### config.mk
export PLATFORM = sky130hd
export DESIGN_NAME = fp32_accumulator
export DESIGN_NICKNAME = d
export VERILOG_FILES = /design/src/rtl/fp32_accumulator.sv
export SDC_FILE = /design/constraint.sdc
export NUM_CORES = 1
export LEC_CHECK = 0
export CAP_MARGIN = 15
export CORE_MARGIN = 4
export CORE_UTILIZATION = 62
export CTS_CLUSTER_SIZE = 28
export DETAILED_ROUTE_END_ITERATION = 16
export PLACE_DENSITY_LB_ADDON = 0.05
export SETUP_SLACK_MARGIN = 0.3
export SKIP_LAST_GASP = 1
export SLEW_MARGIN = 25
export SYNTH_ARGS = -nofsm -noshare
export SYNTH_HDL_FRONTEND = slang
export SYNTH_SLANG_ARGS = --single-unit
### constraint.sdc
create_clock -name clk -period 10 [get_ports clk]
set_input_delay 1 -clock clk [delete_from_list [all_inputs] [get_ports clk]]
set_output_delay 1 -clock clk [all_outputs]
set_load 0.1 [all_outputs]
### src/rtl/fp32_accumulator.sv
// Sequential IEEE-754 binary32 accumulator for dot-product terms.
// One term every five cycles through ALIGN/ADD/NORM/ROUND; round-to-nearest-even, with NaN/Inf handling.
module fp32_accumulator #(
    parameter int CNT_W = 16
) (
    input  logic             clk,
    input  logic             rst,
    input  logic             in_valid,
    output logic             in_ready,
    input  logic [31:0]      in_data,
    input  logic             in_last,
    output logic             out_valid,
    input  logic             out_ready,
    output logic [31:0]      out_data,
    output logic [CNT_W-1:0] out_count,
    output logic             busy
);

    // Handshake rule for both ports: a transfer happens on a rising edge where valid && ready;
    // the source holds its data until then, and ready never depends on valid.
    typedef enum logic [2:0] {
        IDLE  = 3'd0,
        ALIGN = 3'd1,
        ADD   = 3'd2,
        NORM  = 3'd3,
        ROUND = 3'd4,
        OUT   = 3'd5
    } state_t;

    localparam logic [31:0] CANON_NAN = 32'hFFC00000;

    state_t state, next_state;

    logic             armed;
    logic [31:0]      acc;
    logic [31:0]      term;
    logic             term_last;
    logic             term_first;
    logic [CNT_W-1:0] count;

    logic [26:0]       x_m, y_m;
    logic              x_s, y_s;
    logic signed [9:0] big_e;
    logic              spec;
    logic [31:0]       spec_val;

    logic [27:0]       sum_m;
    logic              sum_s;

    logic [26:0]       nrm_m;
    logic signed [9:0] nrm_e;

    logic accept;
    assign accept = in_valid && in_ready;

    // ---------------- ALIGN: unpack and align the smaller operand ----------------
    logic [7:0]        a_ef, b_ef;
    logic [22:0]       a_f, b_f;
    logic              a_s, b_s;
    logic signed [9:0] a_e, b_e, d;
    logic [26:0]       a_m, b_m, sm_m, al_m;
    logic [53:0]       wide;
    logic              a_nan, b_nan, a_inf, b_inf, swap;
    logic              spec_n;
    logic [31:0]       spec_val_n;

    always_comb begin
        a_ef = acc[30:23];
        a_f  = acc[22:0];
        b_ef = term[30:23];
        b_f  = term[22:0];
        // An empty accumulator takes the term's sign so a lone -0 survives.
        a_s  = term_first ? term[31] : acc[31];
        b_s  = term[31];
        a_e  = (a_ef == 8'd0) ? -10'sd126 : $signed({2'b00, a_ef}) - 10'sd127;
        b_e  = (b_ef == 8'd0) ? -10'sd126 : $signed({2'b00, b_ef}) - 10'sd127;
        a_m  = {(a_ef != 8'd0), a_f, 3'b000};
        b_m  = {(b_ef != 8'd0), b_f, 3'b000};
        a_nan = (&a_ef) && (|a_f);
        b_nan = (&b_ef) && (|b_f);
        a_inf = (&a_ef) && !(|a_f);
        b_inf = (&b_ef) && !(|b_f);

        swap = (b_e > a_e);
        sm_m = swap ? a_m : b_m;
        d    = swap ? (b_e - a_e) : (a_e - b_e);
        wide = '0;
        if (d >= 10'sd27) begin
            al_m = {26'd0, |sm_m};
        end else begin
            wide = {sm_m, 27'd0} >> d[4:0];
            al_m = {wide[53:28], wide[27] | (|wide[26:0])};
        end

        spec_n     = 1'b1;
        spec_val_n = CANON_NAN;
        if (a_nan || b_nan) begin
            spec_val_n = CANON_NAN;
        end else if (a_inf && b_inf && (a_s != b_s)) begin
            spec_val_n = CANON_NAN;
        end else if (a_inf) begin
            spec_val_n = {a_s, acc[30:0]};
        end else if (b_inf) begin
            spec_val_n = term;
        end else begin
            spec_n = 1'b0;
        end
    end

    // ---------------- ADD: signed-magnitude add ----------------
    logic [27:0] sum_m_n;
    logic        sum_s_n;

    always_comb begin
        if (x_s == y_s) begin
            sum_m_n = {1'b0, x_m} + {1'b0, y_m};
            sum_s_n = x_s;
        end else if (x_m >= y_m) begin
            sum_m_n = {1'b0, x_m} - {1'b0, y_m};
            sum_s_n = (x_m == y_m) ? 1'b0 : x_s;
        end else begin
            sum_m_n = {1'b0, y_m} - {1'b0, x_m};
            sum_s_n = y_s;
        end
    end

    // ---------------- NORM: carry shift or bounded left shift ----------------
    logic [4:0]        lzc, sh;
    logic signed [9:0] limit;
    logic [26:0]       nrm_m_n;
    logic signed [9:0] nrm_e_n;

    always_comb begin
        lzc = 5'd27;
        for (int i = 0; i < 27; i++) begin
            if (sum_m[i]) lzc = 5'(26 - i);
        end
        // Never shift below exponent -126; what remains is a denormal.
        limit = big_e + 10'sd126;
        if ({5'd0, lzc} > $unsigned(limit)) sh = limit[4:0];
        else                                sh = lzc;
        if (sum_m[27]) begin
            nrm_m_n = {sum_m[27:2], sum_m[1] | sum_m[0]};
            nrm_e_n = big_e + 10'sd1;
        end else begin
            nrm_m_n = sum_m[26:0] << sh;
            nrm_e_n = big_e - $signed({5'd0, sh});
        end
    end

    // ---------------- ROUND: nearest-even and repack ----------------
    logic              rnd_up;
    logic [24:0]       r25;
    logic [23:0]       r_mant;
    logic signed [9:0] r_e, biased;
    logic [31:0]       result;

    always_comb begin
        rnd_up = nrm_m[2] && (nrm_m[1] || nrm_m[0] || nrm_m[3]);
        r25    = {1'b0, nrm_m[26:3]} + {24'd0, rnd_up};
        if (r25[24]) begin
            r_mant = r25[24:1];
            r_e    = nrm_e + 10'sd1;
        end else begin
            r_mant = r25[23:0];
            r_e    = nrm_e;
        end
        biased = r_e + 10'sd127;
        if (spec) begin
            result = spec_val;
        end else if (!r_mant[23]) begin
            result = {sum_s, 8'd0, r_mant[22:0]};
        end else if (biased >= 10'sd255) begin
            result = {sum_s, 8'hFF, 23'd0};
        end else begin
            result = {sum_s, biased[7:0], r_mant[22:0]};
        end
    end

    // ---------------- FSM ----------------
    always_ff @(posedge clk or posedge rst) begin
        if (rst) state <= IDLE;
        else     state <= next_state;
    end

    always_comb begin
        next_state = state;
        case (state)
            IDLE:    if (accept) next_state = ALIGN;
            ALIGN:   next_state = ADD;
            ADD:     next_state = NORM;
            NORM:    next_state = ROUND;
            ROUND:   next_state = term_last ? OUT : IDLE;
            OUT:     if (out_ready) next_state = IDLE;
            default: next_state = IDLE;
        endcase
    end

    always_comb begin
        in_ready  = armed && (state == IDLE);
        out_valid = (state == OUT);
        busy      = (state != IDLE);
        out_data  = out_valid ? acc : 32'd0;
        out_count = out_valid ? count : '0;
    end

    // ---------------- Datapath registers ----------------
    always_ff @(posedge clk or posedge rst) begin
        if (rst) begin
            armed      <= 1'b0;
            acc        <= 32'd0;
            term       <= 32'd0;
            term_last  <= 1'b0;
            term_first <= 1'b0;
            count      <= '0;
            x_m        <= '0;
            y_m        <= '0;
            x_s        <= 1'b0;
            y_s        <= 1'b0;
            big_e      <= '0;
            spec       <= 1'b0;
            spec_val   <= 32'd0;
            sum_m      <= '0;
            sum_s      <= 1'b0;
            nrm_m      <= '0;
            nrm_e      <= '0;
        end else begin
            armed <= 1'b1;
            case (state)
                IDLE: begin
                    if (accept) begin
                        term       <= in_data;
                        term_last  <= in_last;
                        term_first <= (count == '0);
                        count      <= (&count) ? count : count + 1'b1;
                    end
                end
                ALIGN: begin
                    x_m      <= swap ? b_m : a_m;
                    x_s      <= swap ? b_s : a_s;
                    y_m      <= al_m;
                    y_s      <= swap ? a_s : b_s;
                    big_e    <= swap ? b_e : a_e;
                    spec     <= spec_n;
                    spec_val <= spec_val_n;
                end
                ADD: begin
                    sum_m <= sum_m_n;
                    sum_s <= sum_s_n;
                end
                NORM: begin
                    nrm_m <= nrm_m_n;
                    nrm_e <= nrm_e_n;
                end
                ROUND: begin
                    acc <= result;
                end
                OUT: begin
                    if (out_ready) begin
                        acc   <= 32'd0;
                        count <= '0;
                    end
                end
                default: ;
            endcase
        end
    end

endmodule

==> flow_summary.toml <==
[hold_path]
min_from = "spec_val[25]$_DFFE_PP0P_"
hold_end = "spec_val[25]$_DFFE_PP0P_"
min_path_cells = 1
hp-class = "reg2reg"

[sta]
fmaxAchievable_mhz = 135
finalSetupViolCount = 0
hold_slack_ns = 0.477
hold_viol_final = 0
rsz0062_at_grt = "no"
skew_ns = 0.0331
report.final.slew_viol_count = 0
min_period_ns = 7.41
relSlewSlack_pct = 28.2
fin_crit_sh_pct = 74.1
worst_slew_pin_slew_ns = 1.07
final.setup.worst_slack_ns = 2.59
fin_setup_tns_ns = 0

[yosys]
postSynthCellCount = 2574
ys_seq_elements = 247
synthTopCellsByArea = "dfrtp_1, nand2_1, ha_1, mux2i_1, o21ai_0"
syn_nets = 2732
synth_cell_types = 91
ys_async_sr_fraction_pct = 100
synth-seq-area-share_pct = 30.0
synth_top_cell_area_share_pct = 30.0
synth_most_common_cell = "nand2_1"
synth_commonest_cells = "nand2_1, dfrtp_1, nor2_1"
yosys.area.top_type = "dfrtp_1"
synth_flop_cell = "dfrtp_1"
syn_avg_cell_area_um2 = 8.00
synth-edff-count = 0
yosys_warnings = 0
synth_area_um2 = 20600

[global_route]
antenna_found_initial = 1
overflow = 0
grt.total_usage_pct = 37.1
grt_pass1_wl_um = 108000
grt_max_degree = 105
grt_pass1_vias = 19100

[floorplan]
dieArea_um2 = 36200
core_um2 = 32600
die_h_um = 190
die_w_um = 190
ioPinCount = 88
start_util_pct = 63.1
core.rowCount = 66

[routing]
highest_layer = "met5"
totalWireLength_um = 68200
wl_per_cell_um = 22.7
firstDrtPassIters = 7
postRouteAntennaNets = 0
drt_iter0_drc = 2455
wl_met3_um = 7270
m1WireLength_um = 28400
vias = 20100
drc_errors = 0
route.met2.wl_um = 29200
viasPerCell = 6.68

[critical_path]
r2r_slack_ns = 2.59
worst_path_max_delay_cell = "dfrtp_1"
r2r-end = "nrm_e[9]$_DFFE_PP0P_"
crit_type = "reg2reg"
end_kind = "register"
worstPathRequired_ns = 10.43
critical_path.most_common_cell = "ha_1"
cp_top_family = "buffers and inverters"
critPathArrivalTime_ns = 7.84
critical_path.startpoint_type = "register"
critPathMaxFanout = 62
r2r_start = "big_e[1]$_DFFE_PP0P_"
rr_worst_depth = 28
cp_num_buf_inv = 5
max_stage_delay_ns = 0.88

[layout]
diodes = 0
seq_area_um2 = 6180
stdcell_count = 3005
syn_to_final_growth_pct = 10.1
nNetsFinal = 2697
drive_above_1_share_pct = 6.87
fillerInstances = 2662
multi_input_area_um2 = 13200

[clocking]
cts.repair.resized = 0
cts_max_path_buffers = 3
clk_pin_slew_ns = 0.07
cts_tree = "done"
cts_setup_buffers = 0
clkLatencyLatePin_ns = 0.61
htreeDepth = 1
ctsHoldBuffers = 0
root_buffer = "clkbuf_16"
cts_made_buffers = 30
cts_sinks = 247

[place]
preCtsSetupSlack_ns = 2.69
dp_hpwl_um = 50100
io_buffers = 87
dp.cells = 2949
gp_congestion = 1.03

[job]
max-cap-violations = 0

[run_status]
status = "completed"
layout by cell type, fill, tap and decap left out, drive strengths merged, types with 58 or more instances in the layout:
master,n
nor3,58
dfrtp,247
nor2,198
xnor2,62
and3,64
mux2i,95
nand3,61
o21ai,184
a21oi,164
ha,116
nand2,392
inv,137
clkdlybuf4s50,87
worst max-delay path by stage:
stage,start,slack [ns],end,cells past startpoint
5_1_grt,big_e[1]$_DFFE_PP0P_,2.04,nrm_e[9]$_DFFE_PP0P_,28
3_5_place_dp,big_e[1]$_DFFE_PP0P_,2.69,nrm_e[9]$_DFFE_PP0P_,28
4_1_cts,big_e[1]$_DFFE_PP0P_,2.69,nrm_e[9]$_DFFE_PP0P_,28
6_report,big_e[1]$_DFFE_PP0P_,2.59,nrm_e[9]$_DFFE_PP0P_,28
2_1_floorplan,rst,2.21,acc[0]$_DFFE_PP0P_,1
3_3_place_gp,big_e[1]$_DFFE_PP0P_,2.84,nrm_e[9]$_DFFE_PP0P_,28
stage by stage:
step,utilization (%),cell area (µm²)
floorplan,-,20600
global placement,66.0,21500
detailed placement,66.0,21500
CTS,69.5,22700
global route,69.5,22700
finish,69.5,22700
routing by layer:
| metal | vias up | track usage (%) |
|---|---|---|
| li1 | 9071 | - |
| met1 | 9570 | 52.9 |
| met4 | 2 | 14.6 |
| met3 | 218 | 7.67 |
| met5 | - | 0 |
| met2 | 1201 | 55.8 |
sequential cells by signal, summed over array words and instances (netlist names), 3 cells and up:
name	cells
nrm_m	27
nrm_e	10
acc	32
sum_m	28
x_m	24
term	32
state	3
big_e	9
y_m	27
count	16
spec_val	32
worst register-to-register path, delay by kind of cell (launching register included):
family / cells / cell delay [ns]
buf+inv: 5 / 2.01
compound gates: 11 / 1.89
fa+ha+maj: 4 / 1.40
flops: 1 / 0.88
xor+xnor: 3 / 0.54
simple gates: 4 / 0.39
mux: 1 / 0.16
final cells by class:
type / count / share of cell area [%]
timing repair buffer: 115 / 4.79
sequential: 247 / 27.3
inverter: 133 / 2.26
clock buffer: 34 / 3.47
clock inverter: 22 / 1.53
tap: 442 / 2.44
multi-input combinational: 2012 / 58.2
kinds of logic after synthesis:
| kind of cell | after synthesis | synth area share (%) |
|---|---|---|
| and+or+nand+nor | 980 | 22.5 |
| AOI/OAI and AO/OA | 670 | 21.0 |
| buffers and inverters | 315 | 6.21 |
| DFF | 247 | 30.0 |
| muxes | 136 | 8.31 |
| adders and majority gates | 121 | 7.54 |
| xor gates and xnor gates | 104 | 4.46 |
| other | 1 | 0.0182 |
Power is not shown: default switching activity piles up to over one toggle a cycle in this logic, so the estimate is an artifact.
